### src/rtl/control_sequencer.sv
// Hardwired fetch/execute control unit for register-register ALU instructions.
// Optional CU_STOP_EN adds a Stop input that halts after the current instruction.
module control_sequencer #(
  parameter int NREGS = 16,
  parameter int OPW   = 5
) (
  input  logic             Clock,
  input  logic             Clear,
`ifdef CU_STOP_EN
  input  logic             Stop,
`endif
  input  logic [31:0]      IR,
  output logic             PCout,
  output logic             Zlowout,
  output logic             ZHighout,
  output logic             MDRout,
  output logic             HIout,
  output logic             LOout,
  output logic             MARin,
  output logic             PCin,
  output logic             MDRin,
  output logic             IRin,
  output logic             Yin,
  output logic             Zin,
  output logic             HIin,
  output logic             LOin,
  output logic             IncPC,
  output logic             Read,
  output logic [OPW-1:0]   ALUop,
  output logic [NREGS-1:0] Rout,
  output logic [NREGS-1:0] Rin,
  output logic [2:0]       Tstate,
  output logic             Illegal
);

  typedef enum logic [2:0] {
    T0, T1, T2, T3, T4, T5, T6, HALT
  } state_t;

  localparam logic [OPW-1:0] OP_ADD = OPW'(5'b00011);
  localparam logic [OPW-1:0] OP_SUB = OPW'(5'b00100);
  localparam logic [OPW-1:0] OP_SHR = OPW'(5'b00101);
  localparam logic [OPW-1:0] OP_SHL = OPW'(5'b00110);
  localparam logic [OPW-1:0] OP_ROR = OPW'(5'b00111);
  localparam logic [OPW-1:0] OP_ROL = OPW'(5'b01000);
  localparam logic [OPW-1:0] OP_AND = OPW'(5'b01001);
  localparam logic [OPW-1:0] OP_OR  = OPW'(5'b01010);
  localparam logic [OPW-1:0] OP_MUL = OPW'(5'b01111);
  localparam logic [OPW-1:0] OP_DIV = OPW'(5'b10000);
  localparam logic [OPW-1:0] OP_NEG = OPW'(5'b10001);
  localparam logic [OPW-1:0] OP_NOT = OPW'(5'b10010);

  state_t state, state_nxt;

  logic [OPW-1:0] opcode;
  logic [3:0]     ra, rb, rc;
  logic           legal, muldiv, unary;
  logic           stop_hit;
  logic           final_cyc;

  assign opcode = IR[31 -: OPW];
  assign ra     = IR[26:23];
  assign rb     = IR[22:19];
  assign rc     = IR[18:15];

  // Out-of-range register fields select nothing.
  function automatic logic [NREGS-1:0] sel(input logic [3:0] f);
    sel = (32'(f) < NREGS) ? (NREGS'(1) << f) : '0;
  endfunction

  always_comb begin
    legal  = 1'b1;
    muldiv = 1'b0;
    unary  = 1'b0;
    case (opcode)
      OP_ADD, OP_SUB, OP_SHR, OP_SHL,
      OP_ROR, OP_ROL, OP_AND, OP_OR: ;
      OP_MUL, OP_DIV: muldiv = 1'b1;
      OP_NEG, OP_NOT: unary  = 1'b1;
      default:        legal  = 1'b0;
    endcase
  end

  assign final_cyc = (state == T6) ||
                     (state == T5 && !muldiv);

`ifdef CU_STOP_EN
  // Stop seen anywhere in an instruction is held until its last cycle.
  logic stop_pend;

  always_ff @(posedge Clock or posedge Clear) begin
    if (Clear)
      stop_pend <= 1'b0;
    else if (final_cyc || state == HALT)
      stop_pend <= 1'b0;
    else
      stop_pend <= stop_pend | Stop;
  end

  assign stop_hit = Stop | stop_pend;
`else
  assign stop_hit = 1'b0;
`endif

  always_ff @(posedge Clock or posedge Clear) begin
    if (Clear) begin
      state   <= T0;
      Illegal <= 1'b0;
    end else begin
      state <= state_nxt;
      if (state == T3 && !legal)
        Illegal <= 1'b1;
    end
  end

  always_comb begin
    state_nxt = state;
    unique case (state)
      T0:   state_nxt = T1;
      T1:   state_nxt = T2;
      T2:   state_nxt = T3;
      T3:   state_nxt = legal ? T4 : HALT;
      T4:   state_nxt = T5;
      T5:   state_nxt = muldiv ? T6 :
                        (stop_hit ? HALT : T0);
      T6:   state_nxt = stop_hit ? HALT : T0;
      HALT: state_nxt = HALT;
    endcase
  end

  always_comb begin
    PCout    = 1'b0;
    Zlowout  = 1'b0;
    ZHighout = 1'b0;
    MDRout   = 1'b0;
    HIout    = 1'b0;
    LOout    = 1'b0;
    MARin    = 1'b0;
    PCin     = 1'b0;
    MDRin    = 1'b0;
    IRin     = 1'b0;
    Yin      = 1'b0;
    Zin      = 1'b0;
    HIin     = 1'b0;
    LOin     = 1'b0;
    IncPC    = 1'b0;
    Read     = 1'b0;
    ALUop    = '0;
    Rout     = '0;
    Rin      = '0;
    unique case (state)
      T0: begin
        PCout = 1'b1;
        MARin = 1'b1;
        IncPC = 1'b1;
        Zin   = 1'b1;
      end
      T1: begin
        Zlowout = 1'b1;
        PCin    = 1'b1;
        Read    = 1'b1;
        MDRin   = 1'b1;
      end
      T2: begin
        MDRout = 1'b1;
        IRin   = 1'b1;
      end
      T3: begin
        if (legal && !unary) begin
          Rout = sel(rb);
          Yin  = 1'b1;
        end
      end
      T4: begin
        Rout  = unary ? sel(rb) : sel(rc);
        ALUop = opcode;
        Zin   = 1'b1;
      end
      T5: begin
        Zlowout = 1'b1;
        if (muldiv)
          LOin = 1'b1;
        else
          Rin = sel(ra);
      end
      T6: begin
        ZHighout = 1'b1;
        HIin     = 1'b1;
      end
      HALT: ;
    endcase
  end

  assign Tstate = state;

endmodule

### config.mk
export PLATFORM = sky130hd
export DESIGN_NAME = control_sequencer
export DESIGN_NICKNAME = d
export VERILOG_FILES = /design/src/rtl/control_sequencer.sv
export SDC_FILE = /design/constraint.sdc
export NUM_CORES = 1
export LEC_CHECK = 0
export ABC_AREA = 1
export ABC_CLOCK_PERIOD_IN_PS = 2250
export CORE_MARGIN = 3
export CORE_UTILIZATION = 34
export CTS_CLUSTER_SIZE = 12
export DETAILED_ROUTE_END_ITERATION = 7
export GPL_TIMING_DRIVEN = 0
export HOLD_SLACK_MARGIN = 0.06
export PLACE_DENSITY_LB_ADDON = 0.15
export SLEW_MARGIN = 20
export SYNTH_ARGS = -nofsm -noshare
export SYNTH_HDL_FRONTEND = slang
export SYNTH_SLANG_ARGS = --single-unit
### constraint.sdc
create_clock -name Clock -period 2.25 [get_ports Clock]
set_clock_uncertainty 0.05 [all_clocks]
set_input_delay 0.45 -clock Clock [delete_from_list [all_inputs] [get_ports Clock]]
set_output_delay 0.45 -clock Clock [all_outputs]
set_load 0.05 [all_outputs]
Word-level counts from Yosys, hierarchy flattened --
Index checks and enable logic that the tools add are counted.
Word-level totals: input port bits 34, output and inout port bits 57, register bits after elaboration 4
Operators by class: muxes and demuxes 22, eq/ne operators 19, shift operators 3, reductions and logical operators 10
Operators with widths (number):
- $mux W16 | 4
- $shl A1 B4 Y16 const A | 3
- $pmux W16 S2 | 1
- $pmux W3 S8 | 1
- $eq A5 B3 Y1 const B | 4
- $eq A5 B4 Y1 const B | 4
- $eq A5 B5 Y1 const B | 3
- $mux W1 | 13
- $eq A3 B3 Y1 const B | 4
- $reduce_or A12 Y1 | 1
- $reduce_or A2 Y1 | 4
- $eq A3 B2 Y1 const B | 2
- $eq A5 B2 Y1 const B | 1
- $mux W5 | 1
- $eq A3 B1 Y1 const B | 1
- $logic_not A3 Y1 | 1
- $mux W3 | 1
- $logic_and A1 B1 Y1 | 2
- $logic_not A1 Y1 | 2
- $mux W2 | 1

Depth between registers and ports, before layout --
depth in word-level cells 7, mapped depth 8, gate-level depth less buffers 7

Least setup slack after synthesis --
Ideal clock, no wire load.
kind reg2out, start reg state[2] (netlist: Tstate[2]), end out ZHighout, path buffers 1, data arrival time 2.448 ns, stages on the path, launching flop included 4, path slack -0.698 ns, cell sequence dfrtp_1 inv_1 nor3_1 buf_4
Between the ends: word-level cells in the longest chain between the ends 2
RTL lines:
- from (decl) | line 53 | state_t state, state_nxt;
- from (signal assigned) | line 110 | state <= state_nxt;
- $eq A3 B3 Y1
- $mux W1
- to (decl) | line 15 | output logic ZHighout,
Every way passes these cells.

Final worst setup path --
start reg state[1] (netlist: Tstate[1]), end out Rout[15]
Between the ends: word-level cells in the longest chain between the ends 2
RTL lines:
- $eq A3 B3 Y1 / $eq A3 B2 Y1 (equally long branches) | line 151 | unique case (state)
- $pmux W16 S2 * | line 151
- to (decl) | line 30 | output logic [NREGS-1:0] Rout,
Every way passes the cells marked *; elsewhere a longest branch is shown, timed or not.

==> summary.md <==
| Metric | Value |
|---|---|
| Hold Violations, Final | 0 |
| Width of the die | 64.6 um |
| Initial core utilization | 0.371 |
| Relative max-transition margin | 0.660 |
| Synthesized area | 1170 um^2 |
| Pins over their slew limit | 0 |
| Wire length reported by the detailed router | 5720 um |
| Leakage | 1.25 nW |
| Worst Setup Path Type | flip-flop to output port |
| DRC viols | 0 |
| Sequential power share | 0.201 |
| Setup WS post-layout | -0.0301 ns |
| Clock tree from TritonCTS | built |
| Cell taking the most area after synthesis | sky130_fd_sc_hd__nand3_1 |
| Post-Place Setup Slack | -0.993 ns |
| Sinks on the clock net | 4 |
| Required time of the worst setup path | 1.75 ns |
| Number of fill cells | 193 |
| H-tree levels | 1 |
| Total negative setup slack | -0.159 ns |
| Fraction of final layout cells sized beyond drive strength 1 | 0.564 |
| Setup slack of the most critical reg-to-reg path | 0.72 ns |
| Peak fanout along the critical path | 5 |
| Switching share of power | 0.424 |
| Worst EP arrival | 1.78 ns |
| Number of DRC violations after detailed-routing iteration 0 | 169 |
| Power per cell area | 135 nW/um^2 |
| Period utilization | 1.01 |
| Net switching power figure | 153 uW |
| Via Count | 2,053 |
| Number of setup violations in the final report | 11 |
| Post-synthesis average cell area | 5.39 um^2 |
| Remaining antenna violation count after routing | 0 |
| Largest voltage drop on the vdd net | 130 uV |
| Worst hold path type | primary input to asynchronous set/reset pin |
| Maximum root-to-sink buffer count | 2 |
| Fmax achieved | 0.439 GHz |
| EDFF count, synth | 0 |
| Post-layout net count | 356 |
| Fraction of the yosys area taken by sequential cells | 0.0857 |
| Post-detailed-route via-to-cell ratio | 5.62 |
| Ys Warns | 0 |
| Cell internal pwr | 207 uW |
| Cell with the most instances after synthesis | sky130_fd_sc_hd__nand3_1 |
| Die outline area | 4180 um^2 |
| Pin count of the biggest net entering global routing | 11 |
| GRT Total Usage | 0.240 |
| Overflow left after global routing | 0 |
| Most used standard cells in the synthesized netlist | 44 x sky130_fd_sc_hd__nand3_1, 43 x sky130_fd_sc_hd__nor2_1, 29 x sky130_fd_sc_hd__nand2_1, 25 x sky130_fd_sc_hd__inv_1, 17 x sky130_fd_sc_hd__o21ai_0 |
| RSZ-0062 raised after global routing | true |
| First-pass GRT wire length | 8270 um |
| Max-cap violations | 0 |
| Antenna violations before repair | 0 |
| Area share of the largest cell type after synthesis | 0.188 |
| Clock group share of total power | 0.265 |
| Post-layout min period | 2.28 ns |
| Worst-margin pin slew | 0.512 ns |
| Count of different cell masters after synthesis | 25 |
| Startpoint kind of the worst setup timing path | flip-flop |
| RD Place Congestion | 0.869 |
| Total clock buffers created by CTS | 3 |
| Worst-case hold slack | 0.348 ns |
| Cell area after layout | 2660 um^2 |
| I/O Pins | 91 |
| CTS Root Cell | sky130_fd_sc_hd__clkbuf_4 |
| Worst setup EP type | output port |
| Vias in the first global route | 1,859 |
| Cells after synthesis | 217 |
| Iteration count of the initial detailed-routing pass | 5 |
| Combinational share of power | 0.535 |
| Synthesis-to-finish area growth | 128% |
| Dominant register cell in the synthesized netlist | sky130_fd_sc_hd__dfrtp_1 |
| Failing checks | negative setup slack |
| Largest cells by area after synthesis | sky130_fd_sc_hd__nand3_1 19%, sky130_fd_sc_hd__nor2_1 14%, sky130_fd_sc_hd__o211ai_1 9.6%, sky130_fd_sc_hd__nand2_1 9.3%, sky130_fd_sc_hd__dfrtp_1 8.6% |
| Clock latency reported for the late side of the worst-skew pair | 0.23 ns |
| Area of combinational cells with multiple inputs | 1240 um^2 |
| Status | complete, but fails checks |
| PortBufs | 72 |
| Placement Cell Area | 2100 um^2 |
| Floorplan die height | 64.6 um |
| Per-cell routed wire length | 15.7 um |
| Number of synthesized register bits | 4 |
| Share of async-settable or async-resettable flops after synthesis | 1.00 |
| Number of standard-cell rows in the floorplan | 20 |
| Clk pin slew, worst setup/hold paths | 0.04 ns |
| Antenna Cells | 0 |
| Post-detailed-placement half-perimeter wirelength | 3260 um |
| Floorplan core area | 3150 um^2 |
| Flip-flop and latch area | 104 um^2 |
-- metrics by stage --
step           total power, mW  utilization  instances
2_1_floorplan            0.154            -        218
3_3_place_gp             0.211        0.665        334
3_5_place_dp             0.212        0.665        334
4_1_cts                  0.339        0.770        357
5_1_grt                  0.381        0.844        365
6_report                 0.360        0.844        365
-- worst max-delay path, cell delays in order (launching register included) --
cell,delay (ns)
sky130_fd_sc_hd__dfrtp_2,0.40
sky130_fd_sc_hd__clkinvlp_4,0.16
sky130_fd_sc_hd__buf_6,0.15
sky130_fd_sc_hd__nor3_4,0.24
sky130_fd_sc_hd__buf_6,0.18
sky130_fd_sc_hd__buf_6,0.13
sky130_fd_sc_hd__nand3_2,0.07
sky130_fd_sc_hd__nand2_2,0.08
sky130_fd_sc_hd__buf_8,0.14
-- kinds of logic (layout without fill, tap and decap cells) --
family                 Yosys count  count (layout)  share of synthesized area
other                            1               2                    0.00321
buffers and inverters           44             147                      0.178
AO/OA/AOI/OAI                   34              34                      0.187
AND/OR/NAND/NOR                134             134                      0.546
flip-flops                       4               4                     0.0857
-- cell usage in the layout (no fill, tap or decap), types with 2 or more instances in the layout --
cell,synthesis,routed
sky130_fd_sc_hd__nor2_4,2,19
sky130_fd_sc_hd__buf_8,0,13
sky130_fd_sc_hd__inv_1,25,18
sky130_fd_sc_hd__buf_4,8,26
sky130_fd_sc_hd__nand2_1,29,13
sky130_fd_sc_hd__o21ai_0,17,12
sky130_fd_sc_hd__nor2_1,43,11
sky130_fd_sc_hd__inv_4,0,2
sky130_fd_sc_hd__nor3_4,1,5
sky130_fd_sc_hd__dlymetal6s2s_1,0,6
sky130_fd_sc_hd__clkdlybuf4s50_1,0,9
sky130_fd_sc_hd__nor2_2,2,17
sky130_fd_sc_hd__o21ai_1,0,5
sky130_fd_sc_hd__nand3_2,1,12
sky130_fd_sc_hd__dlygate4sd2_1,0,11
sky130_fd_sc_hd__nand2_4,0,2
sky130_fd_sc_hd__clkinvlp_4,0,2
sky130_fd_sc_hd__dfrtp_2,0,3
sky130_fd_sc_hd__inv_2,4,7
sky130_fd_sc_hd__buf_2,4,11
sky130_fd_sc_hd__nand3_1,44,30
sky130_fd_sc_hd__o211ai_1,15,15
sky130_fd_sc_hd__nand4_1,5,5
sky130_fd_sc_hd__a21oi_4,1,2
sky130_fd_sc_hd__nand2_2,1,15
sky130_fd_sc_hd__buf_6,1,34
sky130_fd_sc_hd__conb_1,1,2
sky130_fd_sc_hd__nand3_4,0,3
sky130_fd_sc_hd__clkbuf_2,0,3
sky130_fd_sc_hd__clkbuf_4,0,3
-- cell type report --
| class | count | share of cell area |
|---|---|---|
| Timing Repair Buffer | 99 | 0.367 |
| Multi-Input combinational cell | 170 | 0.466 |
| Clock buffer | 4 | 0.00987 |
| Buffer | 15 | 0.0512 |
| Inverter | 29 | 0.0456 |
| Sequential cell | 4 | 0.0390 |
| Tap cell | 44 | 0.0207 |
-- repair_timing --
| item | CTS | global route |
|---|---|---|
| endpoints found under the setup margin | 50 | 43 |
| gates cloned | 2 | 1 |
| gates resized for setup | 330 | 74 |
| buffers inserted | 17 | 7 |
| hold buffers | 0 | 0 |
| pin swaps | 20 | 16 |
-- per-layer routing --
metal / vias up / global-route usage / part of all wire
met1: 943 / 0.282 / 0.37
met3: 23 / 0.0243 / 0.079
met4: 0 / 0.108 / 0.036
met2: 147 / 0.436 / 0.51
li1: 940 / - / -
met5: - / 0 / 0
-- power by group through the flow --
stage	clock network [mW]	registers (mW)	logic [mW]
2_1_floorplan	0	0.0732	0.0804
3_3_place_gp	0	0.0732	0.138
3_5_place_dp	0	0.0732	0.139
4_1_cts	0.0999	0.0723	0.167
5_1_grt	0.105	0.0722	0.204
6_report	0.0953	0.0723	0.193
-- registers in the layout (all words and copies together), names as in the netlist --
signal   flops
Tstate       3
Illegal      1
-- worst paths after layout --
check | startpoint | endpoint | cells past startpoint
worst min register to register | Illegal | Illegal | 2
max in group asynchronous | Clear | Tstate[1] | 2
worst max-delay path | Tstate[1] | Rout[15] | 8
worst min-delay path | Clear | Tstate[2] | 2
worst max register to register | Tstate[1] | Tstate[1] | 6
min in group Clock | Illegal | Illegal | 2
Power figures use the tool's default switching activity.
